==> src/rtl/cond_branch_unit_if.sv <==
// Bus between the ID stage / flag register and the conditional-branch resolver.
// The pipeline side is the master; the resolver is the slave.
interface cond_branch_unit_if;
    logic        BR_REQ_ID;
    logic [3:0]  COND_ID;
    logic [31:0] TARGET_ID;
    logic        CC_WE_EX;
    logic        Z_CC;
    logic        N_CC;
    logic        C_CC;
    logic        V_CC;
    logic        STALL_ID;
    logic        BR_TAKEN;
    logic [31:0] BR_TARGET;
    logic        FLUSH_IF;
    logic [15:0] TAKEN_CNT;

    modport master (
        output BR_REQ_ID, COND_ID, TARGET_ID, CC_WE_EX, Z_CC, N_CC, C_CC, V_CC,
        input  STALL_ID, BR_TAKEN, BR_TARGET, FLUSH_IF, TAKEN_CNT
    );

    modport slave (
        input  BR_REQ_ID, COND_ID, TARGET_ID, CC_WE_EX, Z_CC, N_CC, C_CC, V_CC,
        output STALL_ID, BR_TAKEN, BR_TARGET, FLUSH_IF, TAKEN_CNT
    );
endinterface

==> src/rtl/cond_branch_unit.sv <==
// Conditional-branch resolver: evaluates the branch condition against the flags,
// stalls ID while a flag-setting instruction in EX is still in flight.
module cond_branch_unit (
    input  logic              clk,
    input  logic              reset,
    cond_branch_unit_if.slave bus
);
    localparam logic [1:0] ST_IDLE    = 2'd0;
    localparam logic [1:0] ST_WAIT_CC = 2'd1;
    localparam logic [1:0] ST_FLUSH   = 2'd2;

    logic [1:0]  r_state;
    logic [1:0]  w_state_next;
    logic [3:0]  r_cond;
    logic [31:0] r_target;
    logic        r_br_taken;
    logic [31:0] r_br_target;
    logic [15:0] r_taken_cnt;

    logic        w_hazard;
    logic        w_eval;
    logic        w_result;
    logic [3:0]  w_cond;
    logic [31:0] w_target;

    // AL/NV never look at the flags, so a pending flag write is not a hazard for them.
    assign w_hazard = (r_state == ST_IDLE) & bus.BR_REQ_ID & bus.CC_WE_EX
                    & (bus.COND_ID[3:1] != 3'b111);

    assign w_eval = ((r_state == ST_IDLE) & bus.BR_REQ_ID & ~w_hazard)
                  | ((r_state == ST_WAIT_CC) & ~bus.CC_WE_EX);

    assign w_cond   = (r_state == ST_WAIT_CC) ? r_cond   : bus.COND_ID;
    assign w_target = (r_state == ST_WAIT_CC) ? r_target : bus.TARGET_ID;

    always_comb begin
        w_result = 1'b0;
        case (w_cond)
            4'h0: w_result = bus.Z_CC;
            4'h1: w_result = ~bus.Z_CC;
            4'h2: w_result = bus.C_CC;
            4'h3: w_result = ~bus.C_CC;
            4'h4: w_result = bus.N_CC;
            4'h5: w_result = ~bus.N_CC;
            4'h6: w_result = bus.V_CC;
            4'h7: w_result = ~bus.V_CC;
            4'h8: w_result = bus.C_CC & ~bus.Z_CC;
            4'h9: w_result = ~bus.C_CC | bus.Z_CC;
            4'hA: w_result = (bus.N_CC == bus.V_CC);
            4'hB: w_result = (bus.N_CC != bus.V_CC);
            4'hC: w_result = ~bus.Z_CC & (bus.N_CC == bus.V_CC);
            4'hD: w_result = bus.Z_CC | (bus.N_CC != bus.V_CC);
            4'hE: w_result = 1'b1;
            default: w_result = 1'b0;
        endcase
    end

    always_comb begin
        w_state_next = ST_IDLE;
        if (w_hazard)
            w_state_next = ST_WAIT_CC;
        else if ((r_state == ST_WAIT_CC) & bus.CC_WE_EX)
            w_state_next = ST_WAIT_CC;
        else if (w_eval & w_result)
            w_state_next = ST_FLUSH;
    end

    always_ff @(posedge clk or negedge reset) begin
        if (!reset) begin
            r_state     <= ST_IDLE;
            r_cond      <= 4'h0;
            r_target    <= 32'h0;
            r_br_taken  <= 1'b0;
            r_br_target <= 32'h0;
            r_taken_cnt <= 16'h0;
        end else begin
            r_state    <= w_state_next;
            r_br_taken <= w_eval & w_result;
            if (w_hazard) begin
                r_cond   <= bus.COND_ID;
                r_target <= bus.TARGET_ID;
            end
            if (w_eval)
                r_br_target <= w_target;
            if (w_eval & w_result)
                r_taken_cnt <= r_taken_cnt + 16'd1;
        end
    end

    // Stall is gated by reset so it reads 0 while the unit is held in reset.
    assign bus.STALL_ID  = reset & (w_hazard | (r_state == ST_WAIT_CC));
    assign bus.BR_TAKEN  = r_br_taken;
    assign bus.FLUSH_IF  = r_br_taken;
    assign bus.BR_TARGET = r_br_target;
    assign bus.TAKEN_CNT = r_taken_cnt;
endmodule

==> src/flat_wrapper.sv <==
// flat-port wrapper written by rule: the top's interface ports become plain ports
module cond_branch_unit_flat 
  (clk, reset, bus_BR_REQ_ID, bus_COND_ID, bus_TARGET_ID, bus_CC_WE_EX, bus_Z_CC, bus_N_CC, bus_C_CC, bus_V_CC, bus_STALL_ID, bus_BR_TAKEN, bus_BR_TARGET, bus_FLUSH_IF, bus_TAKEN_CNT);
  cond_branch_unit_if bus_i ();
  input  logic clk;
  input  logic reset;
  input wire logic [$bits(bus_i.BR_REQ_ID)-1:0] bus_BR_REQ_ID;
  input wire logic [$bits(bus_i.COND_ID)-1:0] bus_COND_ID;
  input wire logic [$bits(bus_i.TARGET_ID)-1:0] bus_TARGET_ID;
  input wire logic [$bits(bus_i.CC_WE_EX)-1:0] bus_CC_WE_EX;
  input wire logic [$bits(bus_i.Z_CC)-1:0] bus_Z_CC;
  input wire logic [$bits(bus_i.N_CC)-1:0] bus_N_CC;
  input wire logic [$bits(bus_i.C_CC)-1:0] bus_C_CC;
  input wire logic [$bits(bus_i.V_CC)-1:0] bus_V_CC;
  output wire logic [$bits(bus_i.STALL_ID)-1:0] bus_STALL_ID;
  output wire logic [$bits(bus_i.BR_TAKEN)-1:0] bus_BR_TAKEN;
  output wire logic [$bits(bus_i.BR_TARGET)-1:0] bus_BR_TARGET;
  output wire logic [$bits(bus_i.FLUSH_IF)-1:0] bus_FLUSH_IF;
  output wire logic [$bits(bus_i.TAKEN_CNT)-1:0] bus_TAKEN_CNT;
  assign bus_i.BR_REQ_ID = bus_BR_REQ_ID;
  assign bus_i.COND_ID = bus_COND_ID;
  assign bus_i.TARGET_ID = bus_TARGET_ID;
  assign bus_i.CC_WE_EX = bus_CC_WE_EX;
  assign bus_i.Z_CC = bus_Z_CC;
  assign bus_i.N_CC = bus_N_CC;
  assign bus_i.C_CC = bus_C_CC;
  assign bus_i.V_CC = bus_V_CC;
  assign bus_STALL_ID = bus_i.STALL_ID;
  assign bus_BR_TAKEN = bus_i.BR_TAKEN;
  assign bus_BR_TARGET = bus_i.BR_TARGET;
  assign bus_FLUSH_IF = bus_i.FLUSH_IF;
  assign bus_TAKEN_CNT = bus_i.TAKEN_CNT;
  cond_branch_unit u_core (.clk(clk), .reset(reset), .bus(bus_i));
endmodule
==> config.mk <==
export PLATFORM = sky130hd
export DESIGN_NAME = cond_branch_unit_flat
export DESIGN_NICKNAME = d
export VERILOG_FILES = /design/src/rtl/cond_branch_unit_if.sv /design/src/rtl/cond_branch_unit.sv /design/src/flat_wrapper.sv
export SDC_FILE = /design/constraint.sdc
export NUM_CORES = 1
export LEC_CHECK = 0
export BUFFER_PORTS_ARGS = -buffer_cell sky130_fd_sc_hd__buf_2
export CAP_MARGIN = 5
export CORE_MARGIN = 3
export CORE_UTILIZATION = 45
export DETAILED_ROUTE_END_ITERATION = 8
export HOLD_SLACK_MARGIN = 0.08
export PLACE_DENSITY = 0.69
export SYNTH_ARGS = -nofsm -noshare
export SYNTH_HDL_FRONTEND = slang
export SYNTH_SLANG_ARGS = --single-unit
==> constraint.sdc <==
create_clock -name clk -period 2.6 [get_ports clk]
set_input_delay 0.39 -clock clk [delete_from_list [all_inputs] [get_ports clk]]
set_output_delay 0.39 -clock clk [all_outputs]
set_load 0.1 [all_outputs]
**Word level (Yosys, flattened, before mapping)**

Cells that the tools add are included.

- Input port bits: 44
- Flip-flop bits (word level): 87
- Output and inout port bits: 51
- Word-level logic and storage cells: 53

- Add/sub/neg operators: 1
- Reductions and logical operators: 2
- Bitwise gates (word level): 20
- Muxes and demuxes: 6
- Equal/unequal tests: 18

Operator list:

| cell | number |
|---|---|
| $mux 32 | 1 |
| $eq 4x4->1 const B | 7 |
| $add 16x1->16 const B | 1 |
| $eq 4x3->1 const B | 4 |
| $pmux 1 s15 | 1 |
| $and 1x1->1 | 10 |
| $eq 4x2->1 const B | 2 |
| $mux 2 | 3 |
| $not 1->1 | 6 |
| $eq 4x1->1 const B | 1 |
| $logic_not 4->1 | 1 |
| $mux 4 | 1 |
| $or 1x1->1 | 4 |
| $ne 3x3->1 const B | 1 |
| $eq 2x1->1 const B | 1 |
| $logic_not 2->1 | 1 |
| $eq 1x1->1 | 1 |
| $ne 1x1->1 | 1 |

**Longest topological paths before layout**

Gate-level depths: netlist of the first run.

- Word-level depth: 11
- Gate-level depth with buffers: 10
- Gate-level depth less buffers: 7

**Worst setup path before layout of the first run**

OpenSTA, ideal clock, no wires.

- Path type: register to output
- Start: register u_core.r_state[1]
- End: output bus_STALL_ID
- Setup slack: -1.064 ns
- Data arrival time: 3.274 ns
- Cell stages (with the launch flop): 6
- Path buffers: 2
- Cell sequence: dfrtp_1 nor2_1 nand4_1 clkbuf_1 clkbuf_1 a21boi_0

- Cells in the longest elaborated chain, start to end: 6

RTL lines:

| what | line | text |
|---|---|---|
| from (decl) | cond_branch_unit.sv:12 | `logic [1:0] r_state;` |
| from (signal assigned) | cond_branch_unit.sv:77 | `r_state <= w_state_next;` |
| $logic_not 2->1 | cond_branch_unit.sv:27 | `assign w_hazard = (r_state == ST_IDLE) & bus.BR_REQ_ID & bus.CC_WE_EX` |
| $and 1x1->1 (2 in series) | cond_branch_unit.sv:27 |  |
| $and 1x1->1 | cond_branch_unit.sv:28 | `& (bus.COND_ID[3:1] != 3'b111);` |
| $or 1x1->1 * | cond_branch_unit.sv:91 | `assign bus.STALL_ID = reset & (w_hazard \| (r_state == ST_WAIT_CC));` |
| $and 1x1->1 * | cond_branch_unit.sv:91 |  |
| to (decl) | flat_wrapper.sv:15 | `output wire logic [$bits(bus_i.STALL_ID)-1:0] bus_STALL_ID;` |

Mark *: on every way between the ends. The rest lies on a longest branch, timed or not.

**Final worst setup path of the first run**

- Start: register u_core.r_state[1]
- End: register u_core.r_taken_cnt[12] (netlist: u_core.bus.TAKEN_CNT[12])

- Cells in the longest elaborated chain, start to end: 8

RTL lines:

| what | line | text |
|---|---|---|
| branches (longest 7 deep; another with $pmux 1 s15) | - |  |
| $and 1x1->1 * | cond_branch_unit.sv:85 | `if (w_eval & w_result)` |
| to (signal assigned) | cond_branch_unit.sv:86 | `r_taken_cnt <= r_taken_cnt + 16'd1;` |
| to (decl) | cond_branch_unit.sv:18 | `logic [15:0] r_taken_cnt;` |

Every way passes the cells marked *.
A chain may end at the register's enable or synchronous reset.

==> results.py, run 1 <==
metrics = {
    "clocking": {
        "clock_path_buffers": 2,
        "ctsHoldBuffers": 0,
        "cts.sinks": 87,
        "cts_inserted_buffers": 9,
        "cts_tree": "built",
        "clk_pin_slew_worst_paths_ps": 90,
        "cts-root-buf": "clkbuf_8",
        "clk_latency_ps": 340,
        "htree_levels": 3,
    },
    "power": {
        "seqPwrFrac": 0.360,
        "vdd_drop_max_mv": 0.472,
        "pwr-share-comb": 0.432,
        "p_per_area_nw_per_um2": 1090,
        "power.leakage_nw": 2.30,
        "clock_power_share": 0.208,
        "p_sw_mw": 2.53,
        "internal-power_mw": 2.82,
        "sw_frac_of_total": 0.473,
    },
    "finish": {
        "area_growth_syn_to_layout_pct": 22.7,
        "fin_nets": 514,
        "utilization": 0.584,
        "final_layout_size_suffix_gt1_frac": 0.361,
        "seq_area_um2": 2180,
        "insertedDiodeCount": 0,
        "multiInputGateArea_um2": 1770,
        "mostFrequentLayoutCells": "buf_2 (92), dfrtp_1 (85), nand2_1 (71)",
        "final_common_cell": "buf_2",
        "n_fill_cell": 721,
    },
    "yosys": {
        "syn_nets": 420,
        "synth_xor_area_frac": 0.0371,
        "synth_enable_flop_cells": 0,
        "synthSimpleGateAreaFrac": 0.149,
        "yosys_warnings": 0,
        "synth.avg_cell_area_um2": 10.7,
        "synth-seq-area-share": 0.543,
        "synth_compound_area_frac": 0.107,
        "ys.flop_type": "dfrtp_1",
        "async_reset_ff_frac": 1.00,
        "synth_adder_area_share": 0.00312,
        "yosys.area.top_type": "dfrtp_1",
        "yosysUniqueCellTypes": 38,
        "synth_cells": 375,
        "synth_top_family_by_area": "simple AND/OR/NAND/NOR gates",
        "synth.mux.area_fraction": 0.132,
        "syn-cell-area_um2": 4010,
        "yosysTopAreaCellShare": 0.543,
        "synthTopCellsByArea": "dfrtp_1 (54%), mux2_2 (10%), nand2_1 (6.6%)",
        "synth_seq_cells": 87,
    },
    "floorplanning": {
        "dieWidth_um": 100,
        "die_area_um2": 10100,
        "chipHeight_um": 100,
        "num_rows": 33,
        "top_level_ports": 95,
        "core_area_um2": 8420,
        "start_util": 0.476,
    },
    "global_route": {
        "antenna_found_initial": 1,
        "grt_pass1_wl_mm": 14.6,
        "grt_use_total": 0.180,
        "grt_pass1_vias": 2948,
        "grt_max_degree": 88,
        "overflow": 0,
    },
    "critical_path": {
        "end_kind": "register",
        "slowest_stage": "dfrtp_2",
        "critical_path_required_ps": 2860,
        "crit_type": "register to register",
        "arrival_ps": 2620,
        "worstPathMaxFanout": 15,
        "critical_path.cell_chain": "nor2b_4, mux2i_4, mux2i_1, a32o_1, a221oi_4, buf_6, a2111oi_4, xor2_1",
        "cp-start-kind": "register",
        "r2r_cells": 8,
        "cp_slowest_stage_delay_ps": 460,
    },
    "flow_run": {
        "max_cap_violations": 0,
    },
    "sta": {
        "final_max_slew_viol_count": 0,
        "final_hold_viol_count": 0,
        "clock_skew_ps": 10.3,
        "fmax_mhz": 422,
        "holdWs_ps": 290,
        "setup_viol": 0,
        "relSlewSlack": 0.270,
        "fin_crit_ps": 2370,
        "rsz0062_at_grt": "false",
        "finalSetupTns_ps": 0,
        "layout_setup_ws_ps": 233,
        "fin_crit_sh": 0.910,
        "tightest_slew_ps": 1090,
    },
    "route": {
        "drt_wl_total_mm": 8.83,
        "ant_nets": 0,
        "drt_first_pass_iters": 4,
        "num_vias": 3111,
        "route.detailed.drc": 0,
        "drt_iter0_markers": 129,
        "wl_per_cell_um": 15.2,
        "via_per_inst": 5.37,
    },
    "hold_path": {
        "whs_path_depth": 2,
        "hold_class": "primary input to register",
    },
    "placed_design": {
        "hpwl_mm": 5.94,
        "pre_cts_ws_ps": 126,
        "io_buffers": 94,
        "finalWeightedCongestion": 0.823,
    },
    "outcome": {
        "status": "finished, final reports clean",
    },
}
[sequential cells by signal, indices dropped and copies added (netlist names)]
register / count
u_core.r_target: 32
u_core.r_state: 2
u_core.bus.BR_TARGET: 32
u_core.bus.BR_TAKEN: 1
u_core.bus.TAKEN_CNT: 16
u_core.r_cond: 4
[what timing repair did]
action,CTS,global route
resized for setup,0,5
buffers inserted,0,2
endpoints found under the setup margin,0,4
[through the flow]
stage | std cells | cell area [um^2] | total power [mW]
final | 579 | 4920 | 5.36
after global routing | 579 | 4920 | 5.59
after CTS | 577 | 4870 | 5.40
after detailed placement | 561 | 4640 | 4.28
after global placement | 561 | 4640 | 4.23
after floorplan | 375 | 4010 | 3.82
[synth_stat cells, types with 2 or more instances]
library cell,instances
and4_1,2
a2111oi_2,3
and3_1,3
nor3b_1,2
nand3_1,7
mux2_4,2
or3_1,2
inv_1,3
dfrtp_1,87
a31oi_1,33
nor2_1,35
o21ai_1,2
mux2i_1,5
mux2i_4,2
buf_2,2
clkbuf_1,19
mux2_2,36
nand2_1,71
buf_4,2
a21oi_1,11
xnor2_1,2
nor2b_1,2
a21boi_0,2
nand4_1,7
xor2_1,15
a211oi_1,4
and2_1,2
nand3b_1,2
[final cells by class]
| cell class | count | share of cell area |
|---|---|---|
| Sequential cell | 87 | 0.443 |
| Clock buffer | 11 | 0.0267 |
| Multi-Input combinational cell | 261 | 0.360 |
| Timing Repair Buffer | 107 | 0.120 |
| Inverter | 3 | 0.00229 |
| Clock inverter | 5 | 0.0216 |
| Tap cell | 105 | 0.0267 |
[worst max-delay path, delay by kind of cell, from the launching register on]
kind / cells / cell delay, ps
compound gates: 3 / 640
mux: 2 / 550
flops: 1 / 460
simple gates: 1 / 260
buf+inv: 1 / 190
xor+xnor: 1 / 180
[worst paths after layout]
| path | startpoint | to | slack (ps) |
|---|---|---|---|
| setup reg to reg | u_core.r_state[1] | u_core.bus.TAKEN_CNT[12] | 230 |
| hold reg to reg | u_core.bus.TAKEN_CNT[15] | u_core.bus.TAKEN_CNT[15] | 470 |
| hold / removal | bus_TARGET_ID[4] | u_core.r_target[4] | 290 |
| min in group asynchronous | reset | u_core.bus.BR_TARGET[31] | 330 |
| setup / recovery | u_core.r_state[1] | u_core.bus.TAKEN_CNT[12] | 230 |
| max in group asynchronous | reset | u_core.r_state[1] | 1490 |
[routing by layer]
| layer | wire length, um | vias to the layer above | track usage |
|---|---|---|---|
| met5 | 7 | - | 0 |
| met2 | 4200 | 81 | 0.288 |
| li1 | - | 1491 | - |
| met1 | 4050 | 1529 | 0.248 |
| met3 | 498 | 8 | 0.0347 |
| met4 | 73 | 2 | 0.0560 |
[logic make-up after synthesis]
group | count (synthesis)
AND/OR/NAND/NOR | 137
AO/OA/AOI/OAI | 61
multiplexers | 45
adder cells (fa/ha/maj) | 1
flip-flops | 87
buffers and inverters | 27
XOR/XNOR | 17
[power by group through the flow]
stage	registers [mW]	logic (mW)	clock network, mW
3_3_place_gp	1.94	2.30	0
6_report	1.93	2.31	1.11
2_1_floorplan	3.23	0.596	0
4_1_cts	1.93	2.32	1.14
5_1_grt	1.97	2.43	1.18
3_5_place_dp	1.96	2.32	0
No activity file was read; power rests on OpenSTA's default activity.
==> run 2, diff against run 1 <==
--- a/config.mk
+++ b/config.mk
@@ -12,6 +12,7 @@
 export DETAILED_ROUTE_END_ITERATION = 8
 export HOLD_SLACK_MARGIN = 0.08
 export PLACE_DENSITY = 0.69
+export REMOVE_ABC_BUFFERS = 1
 export SYNTH_ARGS = -nofsm -noshare
 export SYNTH_HDL_FRONTEND = slang
 export SYNTH_SLANG_ARGS = --single-unit
==> run 2 against run 1 <==
  * Critical path depth fell by 4
  * Setup slack got worse by 68 ps
  * Count of clock-buffer cells in the layout fell by 1
  * Cell count did not move
  * Die area did not move
  * Combinational power barely moved
  * Critical endpoint is now bus_STALL_ID
  * Highest routed layer unchanged
==> results.py, run 2 (synthesis results as in run 1) <==
metrics = {
    "outcome": {
        "status": "finished, final reports clean",
    },
    "placed_design": {
        "hpwl_mm": 6.01,
        "pre_cts_ws_ps": 176,
        "finalWeightedCongestion": 0.813,
        "io_buffers": 94,
    },
    "floorplanning": {
        "die_area_um2": 10100,
        "dieWidth_um": 100,
        "start_util": 0.476,
        "chipHeight_um": 100,
        "core_area_um2": 8420,
        "top_level_ports": 95,
        "num_rows": 33,
    },
    "critical_path": {
        "r2r_cells": 8,
        "worstPathMaxFanout": 34,
        "cp-start-kind": "register",
        "crit_family": "buffers and inverters",
        "cp_slowest_stage_delay_ps": 470,
        "critical_path_required_ps": 2210,
        "arrival_ps": 2050,
        "critical_path.cell_chain": "nand2b_2, buf_4, a21boi_0, buf_12",
        "cp_num_buf_inv": 2,
        "end_kind": "primary output",
        "crit_type": "register to primary output",
        "path_depth": 4,
        "slowest_stage": "dfrtp_1",
    },
    "finish": {
        "utilization": 0.572,
        "multiInputGateArea_um2": 1740,
        "final_layout_size_suffix_gt1_frac": 0.357,
        "mostFrequentLayoutCells": "buf_2 (92), dfrtp_1 (87), nand2_1 (71)",
        "area_growth_syn_to_layout_pct": 20.2,
        "seq_area_um2": 2180,
        "final_common_cell": "buf_2",
        "insertedDiodeCount": 0,
        "fin_nets": 514,
        "n_fill_cell": 740,
    },
    "sta": {
        "tightest_slew_ps": 595,
        "rsz0062_at_grt": "false",
        "setup_viol": 0,
        "fmax_mhz": 411,
        "relSlewSlack": 0.604,
        "final_hold_viol_count": 0,
        "holdWs_ps": 114,
        "final_max_slew_viol_count": 0,
        "clock_skew_ps": 13.2,
        "fin_crit_ps": 2440,
        "fin_crit_sh": 0.937,
        "layout_setup_ws_ps": 165,
    },
    "route": {
        "wl_per_cell_um": 15.2,
        "wl_met2_mm": 4.01,
        "num_vias": 3102,
        "drt_first_pass_iters": 4,
        "drt_wl_total_mm": 8.80,
        "via_per_inst": 5.36,
        "dr.max_layer_used": "met5",
        "ant_nets": 0,
        "wl_met3_um": 632,
        "drt_iter0_markers": 140,
        "drt-met1-wl_mm": 4.07,
        "route.detailed.drc": 0,
    },
    "global_route": {
        "grt_pass1_vias": 2974,
        "grt_pass1_wl_mm": 14.3,
        "grt_use_total": 0.178,
        "antenna_found_initial": 1,
        "grt_max_degree": 63,
        "overflow": 0,
    },
    "clocking": {
        "cts.sinks": 87,
        "cts_tree": "built",
        "ctsHoldBuffers": 0,
        "clk_latency_ps": 350,
        "cts-root-buf": "clkbuf_8",
        "ctsResizeCount": 0,
        "clk_pin_slew_worst_paths_ps": 90,
        "clock_path_buffers": 2,
        "htree_levels": 3,
        "cts_inserted_buffers": 9,
    },
    "power": {
        "internal-power_mw": 2.53,
        "power.leakage_nw": 2.27,
        "pwr-share-comb": 0.454,
        "vdd_drop_max_mv": 0.801,
        "p_sw_mw": 2.56,
        "sw_frac_of_total": 0.503,
        "seqPwrFrac": 0.380,
        "p_per_area_nw_per_um2": 1060,
        "clock_power_share": 0.166,
    },
    "hold_path": {
        "hold_class": "primary input to async pin",
    },
    "flow_run": {
        "max_cap_violations": 0,
    },
}
[run 2: changes by cell type in the layout (fill, tap and decap cells not counted), moves of 2 or more]
cell	delta
dfrtp_1	+2
clkinvlp_4	+2
a2111oi_2	+2
dfrtp_2	-2
bufinv_16	-3
a2111oi_4	-2
[run 2: cell type report]
class,count,area share
Clock buffer,10,0.0265
Clock inverter,6,0.00935
Inverter,3,0.00234
Multi-Input combinational cell,261,0.361
Sequential cell,87,0.452
Tap cell,105,0.0273
Timing Repair Buffer,107,0.121
[run 2: power by group through the flow]
| stage | logic [mW] | clock network, mW | registers (mW) |
|---|---|---|---|
| 5_1_grt | 2.43 | 0.920 | 1.98 |
| 4_1_cts | 2.32 | 0.870 | 1.93 |
| 6_report | 2.31 | 0.843 | 1.93 |
| 2_1_floorplan | 0.551 | 0 | 3.25 |
| 3_3_place_gp | 2.30 | 0 | 1.94 |
| 3_5_place_dp | 2.32 | 0 | 1.96 |
[run 2: metrics by stage]
step / instance area, um^2 / instances / TNS, ps / total power [mW]
after floorplan: 3910 / 351 / -84860 / 3.81
after global placement: 4640 / 562 / 0 / 4.24
after detailed placement: 4640 / 562 / 0 / 4.28
after CTS: 4810 / 578 / 0 / 5.12
after global routing: 4820 / 579 / 0 / 5.32
final: 4820 / 579 / 0 / 5.09
[run 2: path summary, 6_finish.rpt]
| path | from | endpoint | slack [ps] |
|---|---|---|---|
| setup / recovery | u_core.r_state[1] | bus_STALL_ID | 160 |
| hold / removal | reset | u_core.r_cond[3] | 110 |
| setup reg to reg | u_core.r_state[1] | u_core.bus.TAKEN_CNT[9] | 180 |
| hold reg to reg | u_core.bus.TAKEN_CNT[15] | u_core.bus.TAKEN_CNT[15] | 470 |
| max in group asynchronous | reset | u_core.r_target[10] | 1510 |
| min in group clk | bus_TARGET_ID[25] | u_core.r_target[25] | 280 |
[run 2: metal layers]
metal | global-route usage | vias to the layer above
li1 | - | 1494
met1 | 0.241 | 1510
met2 | 0.281 | 87
met3 | 0.0493 | 9
met4 | 0.0508 | 2
met5 | 0 | -
[run 2: timing repair]
item,in CTS,in global routing
setup endpoints to repair,0,1
hold endpoints to repair,0,0
buffers inserted,0,1
[run 2: worst register-to-register path: stages (launching register included)]
cell	delay, ps
dfrtp_1	490
nand2b_2	280
mux2i_4	370
a21oi_1	70
mux2_4	290
a221oi_4	340
buf_4	220
a211oi_1	90
xor2_1	150
